==> src/rtl/uart_rx_fifo.sv <==
// uart_rx_fifo
//   Takes bytes handed over by the UART receiver's flag/clear handshake and
//   queues them, together with their parity-error bit, in a first-word-fall-
//   through FIFO. The host drains the FIFO with a read strobe. A sticky
//   overrun flag and a saturating parity-error counter are kept for the host.
//
// Parameters
//   DEPTH            FIFO entries (power of two, >= 2)
//   ADDR_W           log2(DEPTH)
//   DROP_PARITY_ERR  1: parity-error frames are counted but not stored
//
// Ports
//   clk, reset          rising-edge clock, synchronous active-high reset
//   flag_data_received  receiver has a byte, held until clear_flag
//   flag_parity_error   parity error for the flagged byte
//   data_in             received byte
//   clear_flag          acknowledge back to the receiver (high in ACK)
//   rd_en               host pops the head entry this cycle
//   rd_data             head entry data, 8'h00 when empty
//   rd_parity_err       head entry parity flag, 0 when empty
//   empty, full, count  FIFO occupancy
//   overrun             sticky: a byte was lost on a full FIFO
//   overrun_clr         clears overrun (a new overrun wins)
//   parity_err_cnt      saturating count of parity-error frames
module uart_rx_fifo #(
  parameter int DEPTH           = 8,
  parameter int ADDR_W          = 3,
  parameter bit DROP_PARITY_ERR = 1'b0
) (
  input  logic              clk,
  input  logic              reset,
  input  logic              flag_data_received,
  input  logic              flag_parity_error,
  input  logic [7:0]        data_in,
  output logic              clear_flag,
  input  logic              rd_en,
  output logic [7:0]        rd_data,
  output logic              rd_parity_err,
  output logic              empty,
  output logic              full,
  output logic [ADDR_W:0]   count,
  output logic              overrun,
  input  logic              overrun_clr,
  output logic [7:0]        parity_err_cnt
);

  typedef enum logic {IDLE, ACK} state_t;

  localparam logic [ADDR_W:0] FULL_CNT = DEPTH[ADDR_W:0];

  state_t            state, state_next;
  logic [8:0]        mem [DEPTH];
  logic [8:0]        head;
  logic [ADDR_W-1:0] wr_ptr, rd_ptr;
  logic              capture, store, do_read, do_write, lost;

  // Capture FSM: one write attempt per flag assertion; ACK holds clear_flag
  // until the receiver drops its flag.
  always_ff @(posedge clk) begin
    if (reset) state <= IDLE;
    else       state <= state_next;
  end

  always_comb begin
    state_next = state;
    case (state)
      IDLE: if (flag_data_received)  state_next = ACK;
      ACK:  if (!flag_data_received) state_next = IDLE;
    endcase
  end

  assign clear_flag = (state == ACK);

  assign capture  = (state == IDLE) && flag_data_received;
  assign store    = capture && !(DROP_PARITY_ERR && flag_parity_error);
  assign do_read  = rd_en && !empty;
  // A full FIFO still accepts a byte when the head is popped in the same cycle.
  assign do_write = store && (!full || do_read);
  assign lost     = store && full && !do_read;

  assign empty = (count == '0);
  assign full  = (count == FULL_CNT);

  always_ff @(posedge clk) begin
    if (do_write) mem[wr_ptr] <= {flag_parity_error, data_in};
  end

  always_ff @(posedge clk) begin
    if (reset) begin
      wr_ptr <= '0;
      rd_ptr <= '0;
      count  <= '0;
    end else begin
      if (do_write) wr_ptr <= wr_ptr + ADDR_W'(1);
      if (do_read)  rd_ptr <= rd_ptr + ADDR_W'(1);
      if (do_write && !do_read)      count <= count + (ADDR_W+1)'(1);
      else if (do_read && !do_write) count <= count - (ADDR_W+1)'(1);
    end
  end

  always_ff @(posedge clk) begin
    if (reset) begin
      overrun        <= 1'b0;
      parity_err_cnt <= '0;
    end else begin
      if (lost)             overrun <= 1'b1;
      else if (overrun_clr) overrun <= 1'b0;
      if (capture && flag_parity_error && parity_err_cnt != 8'hFF)
        parity_err_cnt <= parity_err_cnt + 8'd1;
    end
  end

  assign head          = mem[rd_ptr];
  assign rd_data       = empty ? 8'h00 : head[7:0];
  assign rd_parity_err = empty ? 1'b0  : head[8];

endmodule
==> config.mk <==
export PLATFORM = sky130hd
export DESIGN_NAME = uart_rx_fifo
export DESIGN_NICKNAME = d
export VERILOG_FILES = /design/src/rtl/uart_rx_fifo.sv
export SDC_FILE = /design/constraint.sdc
export NUM_CORES = 1
export LEC_CHECK = 0
export CAP_MARGIN = 40
export CORE_MARGIN = 2
export CORE_UTILIZATION = 25
export CTS_CLUSTER_SIZE = 12
export DETAILED_ROUTE_END_ITERATION = 8
export PLACE_DENSITY = 0.39
export SETUP_SLACK_MARGIN = 0.1
export SYNTH_ARGS = -nofsm -noshare
export SYNTH_HDL_FRONTEND = slang
export SYNTH_SLANG_ARGS = --single-unit
==> constraint.sdc <==
create_clock -name clk -period 3.8 [get_ports clk]
set_input_delay 0.95 -clock clk [delete_from_list [all_inputs] [get_ports clk]]
set_output_delay 0.95 -clock clk [all_outputs]
set_load 0.05 [all_outputs]
Yosys cells after proc, flatten, opt, wreduce, memory -nomap -nowiden

Memory sizes are Yosys's and may differ from the RTL's. A register that Yosys moved wholly into a read port is not among the register bits.
Cells that the tools add are included.

Add/subtract/negate cells: 5
Eq/ne operators: 2
Mux-type cells: 11
Bitwise operators: 1
Reductions and logical operators: 17

Operators with widths:

| cell                                                               | count |
|---|---|
| 1-bit logical AND                                                  | 9 |
| 8-bit by 1-bit adder with 8-bit output, second input constant      | 1 |
| 4-bit two-way mux                                                  | 2 |
| 8-bit two-way mux                                                  | 1 |
| 8-bit != test, second input constant                               | 1 |
| 3-bit by 1-bit adder with 3-bit output, second input constant      | 2 |
| 1-bit two-way mux                                                  | 6 |
| 3-bit two-way mux                                                  | 2 |
| 4-bit by 1-bit adder with 4-bit output, second input constant      | 1 |
| 4-bit equality test, second input constant                         | 1 |
| 1-bit zero test                                                    | 4 |
| 4-bit zero test                                                    | 1 |
| 2-bit nonzero test                                                 | 2 |
| 4-bit by 1-bit subtractor with 4-bit output, second input constant | 1 |
| 1-bit logical OR                                                   | 1 |
| 1-bit inverter                                                     | 1 |

Bits in registers: 20
RAM bits: 72
Input port bits: 14
Output and inout bits: 25
Logic and storage cells: 43
Memories: 1

Memories:

| memory | words | width | rd ports | clocked after memory_dff | wr ports | RTL line | text |
|---|---|---|---|---|---|---|---|
| mem    | 8     | 9     | 1        | 1                        | 1        | 52       | `logic [8:0] mem [DEPTH];` |

Logic depth before layout (Yosys ltp)

Word-level depth: 9
Gate-level depth with buffers: 10
Depth with buffers taken out: 10

Worst setup path before layout

OpenSTA, ideal clock, no wires.

Kind: reg2reg
Start point: reg count[3]
End point: reg count[3]
Data arrival time: 3.095 ns
Required time: 3.679 ns
Slack: 0.584 ns
Cell stages (with the launch flop): 11
Path through: dfxtp_1 > nor4b_4 > a21o_2 > inv_2 > ha_1 > inv_1 > ha_1 > a21oi_1 > a211oi_1 > a31oi_1 > mux2_2

RTL lines:

| what                         | RTL line | text |
|---|---|---|
| start: declaration           | 41       | `output logic [ADDR_W:0] count,` |
| start signal: assignment     | 96       | `if (do_write && !do_read) count <= count + (ADDR_W+1)'(1);` |
| start signal: assignment     | 97       | `else if (do_read && !do_write) count <= count - (ADDR_W+1)'(1);` |
| 4-bit equality test (*)      | 82       | `assign full = (count == FULL_CNT);` |
| net full                     | 40       | `output logic full,` |
| 1-bit zero test (*)          | 78       | `assign do_write = store && (!full \|\| do_read);` |
| 1-bit logical OR (*)         | 78       |  |
| 1-bit logical AND (*)        | 78       |  |
| net do_write                 | 55       | `logic capture, store, do_read, do_write, lost;` |
| 1-bit zero test              | 97       |  |
| 1-bit logical AND            | 97       |  |
| 2-bit nonzero test (no line) | --       |  |

Mark *: on every way through the listed nets, which the timed path passes. The rest lies on a longest branch. The select of a mux whose other input is x is not followed.
A chain may end at the register's enable or synchronous reset.

==> impl_metrics.py <==
metrics = {
    "sta": {
        "hold_viol_final": 0,
        "setup_tns_ns": 0,
        "post-route-period-util": 0.908,
        "finClkSkew_ns": 0.00731,
        "report.final.slew_viol_count": 0,
        "slew_headroom": 0.662,
        "rsz0062_at_grt": "no",
        "fin_crit_ns": 3.45,
        "worst_slew_pin_slew_ns": 0.506,
        "setup_viol": 0,
        "clock.fmax_ghz": 0.290,
    },
    "worst_setup_path": {
        "worstSetupStartpointType": "flip-flop",
        "reg2reg_from": "count[0]",
        "cp.arrival_ns": 2.50,
        "crit_slowest_cell": "clkdlybuf4s50_1",
        "path_depth": 5,
        "rrSetupSlack_ns": 1.08,
        "crit_chain": "buf_4 -> mux4_1 -> mux2i_1 -> nor2_1 -> clkdlybuf4s50_1",
        "reg2reg_to": "count[3]",
        "crit_type": "reg2out",
        "critPathRequiredTime_ns": 2.85,
        "cpPeakStageDelay_ns": 0.70,
        "worstRegToRegCells": 10,
        "end_kind": "output pin",
        "critical_path_buf_inv_count": 2,
        "path_delay_family": "buffers and inverters",
        "crit_fanout": 18,
    },
    "clock_network": {
        "ctsHoldBuffers": 0,
        "h-tree-depth": 3,
        "cts_tree": "done",
        "clock_path_buffers": 2,
        "clk_transition_reported_paths_ns": 0.06,
        "cts-root-buf": "clkbuf_16",
        "cts_setup_buffers": 0,
        "clkLatencyLatePin_ns": 0.34,
        "cts_buffers": 9,
        "clkSinkCount": 95,
        "cts_resized": 0,
    },
    "place": {
        "place_congestion": 0.739,
        "port_buffers": 38,
        "dpl.hpwl_um": 5050,
        "place_area_um2": 4600,
    },
    "global_route": {
        "grt_use_total": 0.105,
        "grt_pass1_wl_um": 12600,
        "grt_max_degree": 19,
        "antenna_found_initial": 0,
        "first_global_vias": 2206,
        "grt-ovfl-total": 0,
    },
    "die": {
        "coreArea_um2": 15300,
        "die_x_um": 129,
        "std_cell_rows": 45,
        "ios": 39,
        "initial_utilization": 0.256,
        "fp.dieArea_um2": 16600,
        "die-height_um": 129,
    },
    "worst_hold_path": {
        "hold_class": "reg2reg",
        "hold_end": "overrun",
        "worstHoldStart": "overrun",
        "whs_path_depth": 2,
    },
    "yosys": {
        "synth_top_family_by_area": "multiplexers",
        "yosysWarnings": 0,
        "synth_nets": 261,
        "synth_enable_flop_cells": 72,
        "synth_simple_gate_area_share": 0.0894,
        "syn_area_um2": 3900,
        "synth.yosys.seq_area_share": 0.672,
        "ys_ff_latch": 95,
        "synth-compound-area-share": 0.0269,
        "synthAdderAreaFrac": 0.0244,
        "synth_async_sr_flop_share": 0,
        "syn-instance-count": 240,
        "ys.flop_type": "edfxtp_1",
        "synth.mux.area_fraction": 0.148,
        "avgSynthCellArea_um2": 16.3,
        "synth_cell_types": 42,
        "yosys.area_share.xor_xnor": 0.0179,
    },
    "final_layout": {
        "finalNetCount": 316,
        "syn_to_final_growth_pct": 25.4,
        "layout_commonest_cell": "edfxtp_1",
        "drive_above_1_share": 0.167,
        "diodes": 0,
        "postLayoutCellArea_um2": 4900,
        "fillers": 1513,
        "layout_common_cells": "edfxtp_1, clkdlybuf4s50_1, nor2_1",
        "fin_util": 0.321,
    },
    "drt": {
        "drc": 0,
        "vias": 2163,
        "drtIter0Drc": 152,
        "drtPass1Iterations": 4,
        "drt_wl_total_um": 7910,
        "ant_nets": 0,
        "viasPerCell": 4.23,
        "post_drt_wl_per_cell_um": 15.5,
    },
    "power_and_ir_drop": {
        "leakage_nw": 1.60,
        "swShare": 0.331,
        "seq_power_share": 0.393,
        "combPwrFrac": 0.323,
        "p_sw_mw": 1.03,
        "ir_drop_mv": 0.326,
        "p_int_mw": 2.09,
        "power_density_nw_per_um2": 638,
        "clockPowerShare": 0.284,
    },
    "status": {
        "status": "finished clean",
    },
    "flow_run": {
        "max-cap-violations": 0,
    },
}
## how the worst max path moves through the flow
stage                     slack (ns)          to       from
after floorplan                 0.58    count[3]   count[3]
after global placement          0.40    count[3]      rd_en
after detailed placement        0.35    count[3]      rd_en
after CTS                       0.30  rd_data[7]  flip-flop
after global routing            0.17  rd_data[2]  flip-flop
final                           0.35  rd_data[2]  flip-flop
## per-layer routing
| metal | routed length (um) | vias to the layer above | GRT usage |
|---|---|---|---|
| met4 | 102 | 0 | 0.0326 |
| met1 | 3840 | 1075 | 0.138 |
| met3 | 329 | 8 | 0.0399 |
| met5 | 0 | - | 0 |
| met2 | 3650 | 46 | 0.161 |
| li1 | - | 1034 | - |
## cell families (layout without fill, tap and decap cells)
family                     count (synthesis)  count (layout)
and+or+nand+nor                           67              67
xor gates and xnor gates                   8               8
DFF                                       95              95
muxes                                     32              32
adders and majority gates                  7               7
AOI/OAI and AO/OA                         16              16
buffers and inverters                     15              75
## state kept, by name (all words and copies together) (netlist names), named ones only
register        cells
mem                72
overrun             1
wr_ptr              3
count               4
clear_flag          1
parity_err_cnt      8
rd_ptr              3
## worst min-delay path, delay by kind of cell, from the launching register on
| family | cells | cell delay [ns] |
|---|---|---|
| DFF | 1 | 0.34 |
| and+or+nand+nor | 1 | 0.08 |
| AOI/OAI and AO/OA | 1 | 0.06 |
## cell usage after synthesis, types with 2 or more instances
library cell / instances / area [um2]
mux2i_1: 13 / 130
a21oi_1: 5 / 25.0
mux4_2: 10 / 225
clkbuf_1: 4 / 15.0
nor4_1: 2 / 12.5
xor2_1: 4 / 35.0
ha_1: 6 / 75.1
nor2_1: 31 / 116
nand2_1: 8 / 30.0
nor3_1: 6 / 30.0
xnor2_1: 4 / 35.0
mux4_1: 8 / 210
o21ai_0: 2 / 10.0
dfxtp_1: 23 / 460
nand2b_1: 4 / 25.0
and3b_1: 2 / 17.5
buf_2: 2 / 10.0
edfxtp_1: 72 / 2160
nor2b_1: 4 / 25.0
a211oi_1: 3 / 22.5
inv_1: 5 / 18.8
nand4_1: 2 / 12.5
## cell type report
type	count	area [um2]	area share
sequential	95	2620	0.536
multi-input combinational	130	1200	0.246
timing repair buffer	53	490	0.100
tap	211	264	0.0539
clock buffer	9	225	0.0460
clock inverter	7	68.8	0.0141
inverter	6	22.5	0.00460
## per-stage QoR
step                      std cells  power, mW  setup slack [ns]  hold slack [ns]
after floorplan                 240       2.00             0.584            0.485
after CTS                       511       3.19             0.296            0.510
after detailed placement        495       2.28             0.347            0.491
final                           511       3.13             0.348            0.514
after global routing            511       3.30             0.175            0.534
after global placement          494       2.28             0.400            0.494
## power groups by stage
stage               combinational [mW]  clock, mW  sequential [mW]
floorplan                        0.702          0             1.30
global placement                  1.03          0             1.25
detailed placement                1.03          0             1.25
CTS                               1.03      0.924             1.23
global route                      1.09      0.972             1.24
finish                            1.01      0.886             1.23
(Power assumes the default switching activity.)
==> patch, RTL diff (same settings) <==
Change the parameter `ADDR_W` from 3 to 4.
--- a/src/rtl/uart_rx_fifo.sv
+++ b/src/rtl/uart_rx_fifo.sv
@@ -25,5 +25,5 @@
 module uart_rx_fifo #(
   parameter int DEPTH           = 8,
-  parameter int ADDR_W          = 3,
+  parameter int ADDR_W          = 4,
   parameter bit DROP_PARITY_ERR = 1'b0
 ) (
Ports: changed (resized count); port bits go from 39 to 40. The function was not compared with the original's and may differ.
==> patch against the unedited design <==
Area after synthesis hardly changed. Worst setup slack better by 23 ps. Synthesized cell count is 2.9% higher. Design area is 0.15% lower. Count of clock-buffer cells in the layout is 1 higher. Clock skew is 2.3 ps lower. Wire length is 4.7% higher. Total power is 2.4% higher. Register-to-register slack worse by 310 ps. Sequential cell count is 1 higher. Global-route usage is 0.45 points higher. Clock power is 2.9% lower. Largest cell class unchanged.
==> patch: results (changes against the unedited design) <==
* Outcome: complete, no violations (unchanged)
* R2R cell count at 9 (was 10)
* Post-synthesis mux area share at 0.140 (was 0.148)
* Post-Synth XOR/XNOR Area at 0.0157 (was 0.0179)
* Sequential fraction of the synthesis area at 0.676 (was 0.672)
* Worst endpoint data arrival time at 2480 ps (was 2500 ps)
* R2r setup slk at 770 ps (was 1080 ps)
* Placed Cells at 501 (was 495)
* Largest registers: mem (72), parity_err_cnt (8), count (5) (was mem (72), parity_err_cnt (8), count (4))
* Most frequent cells after synthesis: 72 x edfxtp_1, 33 x nor2_1, 24 x dfxtp_1, 18 x mux4_2, 13 x mux2i_1 (was 72 x edfxtp_1, 31 x nor2_1, 23 x dfxtp_1, 13 x mux2i_1, 10 x mux4_2)
* Fin cells at 516 (was 511)
* Met2 usage in global routing at 0.167 (was 0.161)
* Dpl cell area at 4600 µm² (about the same)
* Count of different cell masters after synthesis at 44 (was 42)
* Global-route met1 utilization at 0.147 (was 0.138)
* Synth top area cells: edfxtp_1 55%, dfxtp_1 12%, mux4_2 10% (was edfxtp_1 55%, dfxtp_1 12%, mux4_2 5.8%)
* Worst r2r dst: count[4] (was count[3])
* Adder-Cell Fraction of Synth Area at 0.0275 (was 0.0244)
* Hold Slack at 502 ps (was 514 ps)
* Worst hold start: parity_err_cnt[7] (was overrun)
* Sequential cell area at 2640 µm² (was 2620 µm²)
* Drt wl/cell at 16.1 µm (was 15.5 µm)
* Final HPWL from detailed placement at 5400 µm (was 5050 µm)
* NetSw at 1.08 mW (was 1.03 mW)
* Setup WS pre-CTS at 299 ps (was 347 ps)
patch: cell count changes after synthesis, moves of 4 or more:
cell	delta
mux4_2	+8
a21oi_1	+4
mux4_1	-8
nand3_1	+4
patch: worst max-delay path by stage:
stage,startpoint,endpoint,slack (ps),cells after the start
2_1_floorplan,count[0],rd_data[0],620,4
3_3_place_gp,flag_data_received,count[4],320,10
3_5_place_dp,flag_data_received,count[4],300,10
4_1_cts,count[0],empty,130,3
5_1_grt,register,rd_data[5],150,4
6_report,register,rd_data[1],370,4
patch: final cells by class:
cell class              count  share of cell area
clock buffers              10              0.0468
clock inverters             5             0.00998
inverters                   3             0.00230
multi-input cells         138               0.248
flip-flops and latches     96               0.541
well taps                 211              0.0540
repair buffers             53              0.0983
patch: kinds of logic after synthesis:
group / after synthesis
AOI/OAI and AO/OA: 22
xor gates and xnor gates: 7
adders and majority gates: 8
buffers and inverters: 13
DFF: 96
muxes: 32
and+or+nand+nor: 69
